[src/rtl/wb_line_buf.sv]
// Single-line read buffer between a Wishbone CPU slave port and the sdram_ctrl master port.
// Optional hit/miss counters are built when WB_LINE_BUF_STATS_EN is defined.
module wb_line_buf #(
  parameter int LINE_WORDS = 4
) (
  input  logic        clk,
  input  logic        rst,
  input  logic        S_CYC,
  input  logic        S_STB,
  input  logic        S_WE,
  input  logic [31:0] S_ADR,
  input  logic [31:0] S_DAT_O,
  output logic [31:0] S_DAT_I,
  output logic        S_ACK,
  output logic        S_ERR,
  output logic        M_CYC,
  output logic        M_STB,
  output logic        M_WE,
  output logic [31:0] M_ADR,
  output logic [31:0] M_DAT_O,
  output logic [2:0]  M_CTI_O,
  input  logic [31:0] M_DAT_I,
  input  logic        M_ACK,
  input  logic        M_ERR
`ifdef WB_LINE_BUF_STATS_EN
  ,
  output logic [31:0] hit_cnt,
  output logic [31:0] miss_cnt
`endif
);

  localparam int IDX_W = $clog2(LINE_WORDS);
  localparam int TAG_W = 30 - IDX_W;
  localparam logic [IDX_W-1:0] LAST_BEAT = IDX_W'(LINE_WORDS - 1);

  typedef enum logic [2:0] {IDLE, HIT_RSP, FILL, FILL_RSP, WRITE} state_t;

  state_t            state_reg, state_next;
  logic              valid_reg;
  logic [TAG_W-1:0]  tag_reg;
  logic [IDX_W-1:0]  beat_reg;
  logic [IDX_W-1:0]  idx_reg;
  logic [31:0]       adr_reg;
  logic [31:0]       wdat_reg;
  logic [31:0]       rdata_reg;
  logic              abort_reg;
  logic [31:0]       words [LINE_WORDS];

  logic              req;
  logic [TAG_W-1:0]  req_tag;
  logic [IDX_W-1:0]  req_idx;
  logic              hit;
  logic              last_beat;
  logic              bus_ack;
  logic              bus_err;
  logic              write_hit;

  assign req       = S_CYC && S_STB;
  assign req_tag   = S_ADR[31 -: TAG_W];
  assign req_idx   = S_ADR[2 +: IDX_W];
  assign hit       = valid_reg && (tag_reg == req_tag);
  assign last_beat = (beat_reg == LAST_BEAT);
  // Simultaneous ACK and ERR from memory is treated as an error.
  assign bus_err   = M_ERR;
  assign bus_ack   = M_ACK && !M_ERR;
  assign write_hit = valid_reg && (tag_reg == adr_reg[31 -: TAG_W]);

  always_ff @(posedge clk or negedge rst) begin
    if (!rst) begin
      state_reg <= IDLE;
    end else begin
      state_reg <= state_next;
    end
  end

  always_comb begin
    state_next = state_reg;
    S_ACK      = 1'b0;
    S_ERR      = 1'b0;
    S_DAT_I    = 32'd0;
    M_CYC      = 1'b0;
    M_STB      = 1'b0;
    M_WE       = 1'b0;
    M_ADR      = 32'd0;
    M_DAT_O    = 32'd0;
    M_CTI_O    = 3'b000;
    case (state_reg)
      IDLE: begin
        if (req) begin
          if (S_WE)     state_next = WRITE;
          else if (hit) state_next = HIT_RSP;
          else          state_next = FILL;
        end
      end
      HIT_RSP: begin
        S_ACK      = 1'b1;
        S_DAT_I    = rdata_reg;
        state_next = IDLE;
      end
      FILL: begin
        M_CYC   = 1'b1;
        M_STB   = 1'b1;
        M_ADR   = {tag_reg, beat_reg, 2'b00};
        M_CTI_O = last_beat ? 3'b111 : 3'b010;
        if (bus_err) begin
          // A master that already walked away gets no error either.
          S_ERR      = !(abort_reg || !S_CYC);
          state_next = IDLE;
        end else if (bus_ack && last_beat) begin
          state_next = FILL_RSP;
        end
      end
      FILL_RSP: begin
        S_ACK      = !abort_reg;
        S_DAT_I    = abort_reg ? 32'd0 : rdata_reg;
        state_next = IDLE;
      end
      WRITE: begin
        M_CYC   = 1'b1;
        M_STB   = 1'b1;
        M_WE    = 1'b1;
        M_ADR   = adr_reg;
        M_DAT_O = wdat_reg;
        if (bus_err) begin
          S_ERR      = 1'b1;
          state_next = IDLE;
        end else if (bus_ack) begin
          S_ACK      = 1'b1;
          state_next = IDLE;
        end
      end
      default: state_next = IDLE;
    endcase
  end

  always_ff @(posedge clk or negedge rst) begin
    if (!rst) begin
      valid_reg <= 1'b0;
      tag_reg   <= '0;
      beat_reg  <= '0;
      idx_reg   <= '0;
      adr_reg   <= 32'd0;
      wdat_reg  <= 32'd0;
      rdata_reg <= 32'd0;
      abort_reg <= 1'b0;
    end else begin
      case (state_reg)
        IDLE: begin
          if (req) begin
            adr_reg   <= S_ADR;
            wdat_reg  <= S_DAT_O;
            idx_reg   <= req_idx;
            abort_reg <= 1'b0;
            if (!S_WE) begin
              if (hit) begin
                rdata_reg <= words[req_idx];
              end else begin
                valid_reg <= 1'b0;
                tag_reg   <= req_tag;
                beat_reg  <= '0;
              end
            end
          end
        end
        FILL: begin
          if (!S_CYC) abort_reg <= 1'b1;
          if (bus_err) begin
            beat_reg <= '0;
          end else if (bus_ack) begin
            beat_reg <= beat_reg + IDX_W'(1);
            if (beat_reg == idx_reg) rdata_reg <= M_DAT_I;
            if (last_beat) valid_reg <= 1'b1;
          end
        end
        default: ;
      endcase
    end
  end

  // Line storage carries no reset so it maps onto plain RAM.
  always_ff @(posedge clk) begin
    if (state_reg == FILL && bus_ack) begin
      words[beat_reg] <= M_DAT_I;
    end else if (state_reg == WRITE && bus_ack && write_hit) begin
      words[adr_reg[2 +: IDX_W]] <= wdat_reg;
    end
  end

`ifdef WB_LINE_BUF_STATS_EN
  always_ff @(posedge clk or negedge rst) begin
    if (!rst) begin
      hit_cnt  <= 32'd0;
      miss_cnt <= 32'd0;
    end else if (state_reg == IDLE && req && !S_WE) begin
      if (hit) begin
        if (hit_cnt != 32'hFFFF_FFFF) hit_cnt <= hit_cnt + 32'd1;
      end else begin
        if (miss_cnt != 32'hFFFF_FFFF) miss_cnt <= miss_cnt + 32'd1;
      end
    end
  end
`endif

endmodule
[config.mk]
export PLATFORM = sky130hd
export DESIGN_NAME = wb_line_buf
export DESIGN_NICKNAME = d
export VERILOG_FILES = /design/src/rtl/wb_line_buf.sv
export SDC_FILE = /design/constraint.sdc
export NUM_CORES = 1
export LEC_CHECK = 0
export BUFFER_PORTS_ARGS = -buffer_cell sky130_fd_sc_hd__buf_2
export CAP_MARGIN = 25
export CORE_MARGIN = 5
export CORE_UTILIZATION = 60
export CTS_CLUSTER_DIAMETER = 50
export CTS_CLUSTER_SIZE = 12
export DETAILED_ROUTE_END_ITERATION = 16
export GPL_ROUTABILITY_DRIVEN = 0
export PLACE_DENSITY = 0.85
export SLEW_MARGIN = 20
export SYNTH_ARGS = -nofsm -noshare
export SYNTH_HDL_FRONTEND = slang
export SYNTH_SLANG_ARGS = --single-unit
[constraint.sdc]
create_clock -name clk -period 13.75 [get_ports clk]
set_input_delay 2.0625 -clock clk [delete_from_list [all_inputs] [get_ports clk]]
set_output_delay 2.0625 -clock clk [all_outputs]
set_load 0.01 [all_outputs]
==> metrics list, run 1 <==
- Max capacitance violation total: 0
- Kind of start point of the critical path: flip-flop
- In this run the clock root is driven by a clkbuf_16.
- Clock insertion delay at the later pin of the skew report: roughly 0.53 ns
- For this block, the initial DRC count from the detailed router was 486.
- Power per Cell Area: 168.9 nW/um^2
- GR Layer Usage met1: 0.3534
* Leading cell types by total area after synthesis: edfxtp_1 (32%), dfrtp_1 (27%), nand2_1 (9.2%)
- Routing usage on met2: 0.4389
- Mux cell area share after synthesis: 0.1470
- Netlist cell types: 41
- Wire length of the first global-routing pass: about 47000 um
* Number of slew-limit violations in the final report: 0
- For this run, the post-layout net count is around 1300.
- The worst pin sits at a relative slew slack of 0.3927.
- The run finished with clean final reports.
- The total overflow left after global routing is 0.
* Hold buffers post-CTS: 0
- Fillcell total: 1307
* Part of the cycle the worst path needs: 0.3902
* Antenna diodes: 0
* Top flip-flop cell by instance count after synthesis: dfrtp_1
- Worst slew pin tran: 0.9109 ns
- Measured on the finished design, the core utilization comes to 0.7222.
* Bufs on Longest Clock Path: 3
- In the synthesized netlist, the number of instances is 973.
- Synthesized-area fraction occupied by xor and xnor cells: 0.04323
- STA puts the critical path data required time at around 12 ns.
- In this run the cell area of the synthesized design comes to approximately 12000 um^2.
- Hpwl dp: 19440 um
- In the synthesized netlist, the cells that appear most often are nand2_1 (294), dfrtp_1 (131), edfxtp_1 (128).
- TritonCTS built the clock tree.
- Clock period minus worst slack: ~5.4 ns
- Synth Area in Adders: 0.001047
- In this run the worst path has a maximum fanout of 45.
* Share of synthesized flip-flops with an asynchronous set or reset: 0.5058
- For this configuration, the core starts out at a cell density of 0.6121.
- For this run, the top clock speed supported by timing is 186.4 MHz.
- Via count: approximately 8400
- By area, the combinational part of the netlist is dominated by simple AND/OR/NAND/NOR gates.
- Once the clock tree was built, the resizer swapped 0 gates to a different size.
- Mean cell area of the mapped netlist: 12.28 um^2
- The number of clock buffers added by TritonCTS is 27.
* Post-layout instance area: 14100 um^2
- Synthesis produced a netlist with a net count of around 1100.
- In this run the number of H-tree levels came out at 1.
- The clock net in this run drives a total of around 260 sinks.
- Clock-pin slew was measured on the worst setup and hold paths at around 0.060 ns.
- Leak: approximately 6.3 nW
- The region available for standard cell placement spans between 15000 and 20000 um^2.
- Counting flops with a built-in enable in the synthesized netlist gives between 100 and 150.
- After detailed routing, the average wire length per cell comes to about 20 um.
- Post-Route Skew: between 0.02 and 0.025 ns
* Number of flip-flops in the largest register: about 130
* Unrepaired setup endpoints after global routing: false
- Worst Setup Path Type: flip-flop to output port
- On the final layout, the worst hold slack is 0.4745 ns.
* Post-placement worst setup slack: 8.531 ns
- The number of global-route vias before repair came to 8528.
- Of the post-synthesis cell area, the dominant cell type holds 0.3216.
- Sequential element share of the synthesized area: 0.5958
* Buffers inserted by post-CTS timing repair: 0
* Area growth syn-to-layout: 17.98%
- Post-route antenna net violation count: 0
- Busiest grt layer: met2
- VDD sags by at most about 0.12 mV.
- Critical path capture point type: output port
- Measured along the y axis, the die boundary spans around 150 um.
- Of the total synthesized cell area, the portion taken by AND, OR, NAND and NOR gates is 0.1558.
- Using the TritonRoute via totals, the vias-per-cell ratio works out to a little under 6.
- Pin count of the biggest net entering global routing: 83
* Fin Setup TNS: 0 ns
* Share of final-layout standard cells stronger than drive strength 1: 0.3088
* Yosys top cell by area: edfxtp_1
- Met3 track demand over resource: 0.04847
- Setup violations remaining at the end of the flow were counted as 0.
- Drc violations: 0
- Data arrives at the worst endpoint at ~3.3 ns.
* Library cell with the highest instance count after synthesis: nand2_1
- For this run, the number of Yosys warnings is 0.
* Count of boundary I/O pins: about 210
- Synthesized flop and latch total: between 200 and 300
- Setup slack on the critical path of the routed design comes to between 8 and 9 ns.
* Total Wirelength: slightly below 30000 um
- Cell area after placement: between 10000 and 15000 um^2
- Horizontal extent of the die: 151.1 um
- Buffers placed on the I/O ports in this run total ~200.
- Antenna violations before repair: 2
- The die covers 22840 um^2.
- The hold violation count in the final report came to 0.
* Placement Rows: between 50 and 60
* Min-Delay Path Class: flip-flop to flip-flop
* GRT Overall Usage: 0.2622
- Detailed-router iteration count before antenna repair: 5
* Compound-cell area share of the yosys netlist: 0.03486
worst max-delay path, stage by stage, from the launching register on:
cell	delay, ns
dfrtp_1	0.46
nor2_1	0.26
nand2_2	0.53
inv_2	0.57
buf_4	0.53
or2_2	0.23
buf_2	0.13
area by class of cell:
class,instances,area [um^2],share of cell area
flip-flops and latches,259,7122,0.5050
multi-input cells,652,4668,0.3310
repair buffers,219,1162,0.08242
clock buffers,41,728.2,0.05164
well taps,265,331.6,0.02351
clock inverters,6,71.32,0.005057
inverters,5,18.77,0.001331
per-stage QoR:
stage	power, mW	cells
floorplan	1.495	973
global placement	1.686	1398
detailed placement	1.715	1399
CTS	2.389	1446
global route	2.503	1447
finish	2.383	1447
placed cells by master (no fill, tap or decap), types with 3 or more instances in the layout:
master     instances
xor2_1            30
nor3_1             3
a22o_1            31
inv_1              4
and2_1            67
clkbuf_16         27
a21oi_1            3
clkbuf_1          14
nor2_1            10
mux4_2            32
o31ai_4            4
nand2_1          293
nor2b_1            3
edfxtp_1         128
mux2_1            28
nand4_1            9
o21ai_0            8
dfrtp_1          131
mux2_2            64
buf_4             10
buf_6              3
buf_2            205
xnor2_1           29
nor4_1            11
per-layer routing:
layer / part of all wire / wire length (um)
met2: 0.50 / 14760
met1: 0.40 / 11840
met3: 0.072 / 2112
met4: 0.027 / 801
met5: 0.00071 / 21
kinds of logic (layout without fill, tap and decap cells):
family                   Yosys count  in the layout
AO/OA/AOI/OAI                     54             54
buffers and inverters             62            271
multiplexers                     124            124
AND/OR/NAND/NOR                  414            414
flip-flops                       259            259
XOR/XNOR                          59             59
adder cells (fa/ha/maj)            1              1
power by group:
group | total (mW) | switching, mW | internal (mW)
clock | 0.673 | 0.289 | 0.384
combinational | 0.561 | 0.297 | 0.265
sequential | 1.15 | 0.168 | 0.980
final timing paths:
kind                            slack, ns  depth (start not counted)                      end                     start
worst max-delay path                 8.38                          6                    M_STB  state_reg[2]$_DFFE_PN0P_
worst min-delay path                 0.47                          2   adr_reg[1]$_DFFE_PN0P_    adr_reg[1]$_DFFE_PN0P_
worst max register to register       9.29                          7    words[2][7]$_DFFE_PP_  state_reg[1]$_DFFE_PN0P_
worst min register to register       0.47                          2   adr_reg[1]$_DFFE_PN0P_    adr_reg[1]$_DFFE_PN0P_
max in group asynchronous           11.19                          2  adr_reg[14]$_DFFE_PN0P_                       rst
min in group asynchronous            1.47                          1  wdat_reg[9]$_DFFE_PN0P_                       rst
Power figures use the tool's default switching activity.
==> inputs of run 2 (changes only) <==
- CORE_UTILIZATION: 60 -> 56
- PLACE_DENSITY: 0.85 -> 0.8
- clock period: 13.75 -> 5.3 ns (I/O delays scaled with it)
==> run 2 against run 1 <==
Against the previous run:
- utilization fell by 4.7 points
- hold slack got worse by 0.20 ns
- critical path depth did not move
- routed wire length fell by 1.6%
- count of clock-buffer cells in the layout fell by 1
- critical endpoint is now M_ADR[4]
==> metrics list, run 2 (synthesized netlist as in run 1, its figures left out) <==
* Status: completed
- Required time of the critical path: roughly 4.5 ns
* Max capacitance violation total: 0
* Clock-pin slew of the registers on the worst-case setup and hold paths: roughly 0.060 ns
- Vias in the first global route: 8393
- Number of DRC markers after the initial detailed-route iteration: 560
* Min-Delay Path Class: input pin to asynchronous set/reset pin
- Total placed cells including tap cells: roughly 1400
- In the final layout, the share of cells above drive strength 1 is 0.3128.
- Kind of start point of the critical path: flip-flop
* Startpoint of the lowest-slack register-to-register path: state_reg[2]$_DFFE_PN0P_
- Number of slew-limit violations in the final report: 0
- Via count: a little over 8000
* Peak supply drop: roughly 0.34 mV
* Antenna violations before repair: 1
* Detailed-router iteration count before antenna repair: 5
- In the finished design, the share of the clock period the worst path needs comes to 0.8035.
* Post-route antenna net violation count: 0
- The hold violation count in the final report came to 0.
- Counting the buffers created by CTS gives 27.
- Crit path max fanout: 39
* Die Y: 156.1 um
* Pin count of the biggest net entering global routing: a little over 70
- The worst setup path is of the flip-flop to output port kind.
* Max-slew headroom: 0.3815
- After floorplanning, the core was divided into 53 placement rows.
- Setup repair after global routing left no endpoint under its margin.
- Number of clock sinks: 259
- Number of flip-flops in the largest register: 128
- Between clock sinks in the finished design, the worst skew comes to roughly 0.016 ns.
- Number of levels in the clock H-tree: 1
- The most critical setup path has its startpoint at state_reg[2]$_DFFE_PN0P_.
- Overflow left after global routing: 0
- Clock tree from TritonCTS: done
- Setup violations remaining at the end of the flow were counted as 0.
- GRT Overall Usage: 0.2372
- For this configuration, the core starts out at a cell density of 0.5686.
- Summed over all cells, the static leakage comes to about 6.3 nW.
- In this run the power density over the cells is about 440 nW/um^2.
- Buffers inserted by post-CTS timing repair: 0
- The number of gates resized after CTS was 0.
- The routed design could run at a clock period as short as ~4.3 ns.
- Based on the critical path, the design can be clocked at up to 234.8 MHz.
- Final net count: about 1300
- For this design, the CTS-stage hold fixing added 0 buffers.
- Horizontal extent of the die: about 160 um
- Die Outline Area: approximately 24000 um^2
- After the flow finishes, the layout carries non-filler instances totaling 1464.
* Clk root buf: clkbuf_16
- The worst setup path is captured at an output port.
- The first global-routing pass estimated ~46000 um of wire.
* Worst slew pin tran: slightly above 0.9 ns
- Hpwl dp: 19250 um
* Util after Layout: 0.6757
- Drc violations: 0
- The clock reaches the later pin of the worst-skew pair after approximately 0.53 ns.
- The setup check on the worst reg-to-reg path leaves a slack of 1.68 ns.
- At the worst endpoint, the arrival time is 3.46 ns.
- The final layout contains routed wiring with a total length of between 20000 and 30000 um.
* Port Buffers: approximately 200
- Core area: 21020 um^2
- In this run the deepest clock path goes through 3 buffers.
- After layout, the design draws a total of between 6 and 7 mW.
- After detailed routing, the number of vias per cell comes to between 5 and 6.
- Relative to the synthesized area, the layout overhead comes to 18.83%.
* Top library cells by usage in the layout, fill and taps aside: nand2_1 (293), buf_2 (205), dfrtp_1 (131)
- For this design the top-level I/O count stands at just over 200.
* Wire length per cell after detailed routing: around 20 um
- Leaving out fill and tap cells, the most frequent cell in the layout is nand2_1.
* Fin Setup TNS: 0 ns
[run 2: metal layers]
layer / vias up / GRT usage / routed length (um)
met5: - / 0 / 0
met4: 0 / 0.05868 / 567
met3: 40 / 0.04272 / 1945
met2: 285 / 0.4151 / 15050
met1: 4043 / 0.3100 / 11480
li1: 3777 / - / -
[run 2: through the flow]
step | instance area, um^2 | worst slack [ns] | hold WS, ns
floorplan | 11950 | 0.6336 | 0.4374
global placement | 13300 | 1.484 | 0.4514
detailed placement | 13330 | 1.395 | 0.4627
CTS | 14200 | 0.9920 | 0.2970
global route | 14200 | 0.7893 | 0.3366
finish | 14200 | 1.042 | 0.2785
[run 2: layout make-up]
type,count,area [um^2]
clock buffer,40,744.5
timing repair buffer,222,1181
multi-input combinational,652,4668
antenna,3,7.507
inverter,5,18.77
tap,275,344.1
sequential,259,7122
clock inverter,8,117.6
fill,1506,6818
[run 2: where the power goes]
| part | internal, mW | switching, mW |
|---|---|---|
| sequential | 2.54 | 0.421 |
| combinational | 0.687 | 0.767 |
| clock | 1.11 | 0.735 |
| total | 4.34 | 1.92 |
[run 2: worst max-delay path: stages, from the launching register on]
cell,delay (ns)
dfrtp_1,0.46
nor2_1,0.27
nand2_2,0.56
inv_2,0.76
buf_4,0.47
a22o_1,0.22
buf_2,0.14
[run 2: final timing paths]
check | to | cells after the start
min | wdat_reg[9]$_DFFE_PN0P_ | 1
max reg2reg | words[0][21]$_DFFE_PP_ | 7
max | M_ADR[4] | 6
max in group asynchronous | adr_reg[22]$_DFFE_PN0P_ | 2
min in group clk | wdat_reg[6]$_DFFE_PN0P_ | 3
min reg2reg | adr_reg[1]$_DFFE_PN0P_ | 2
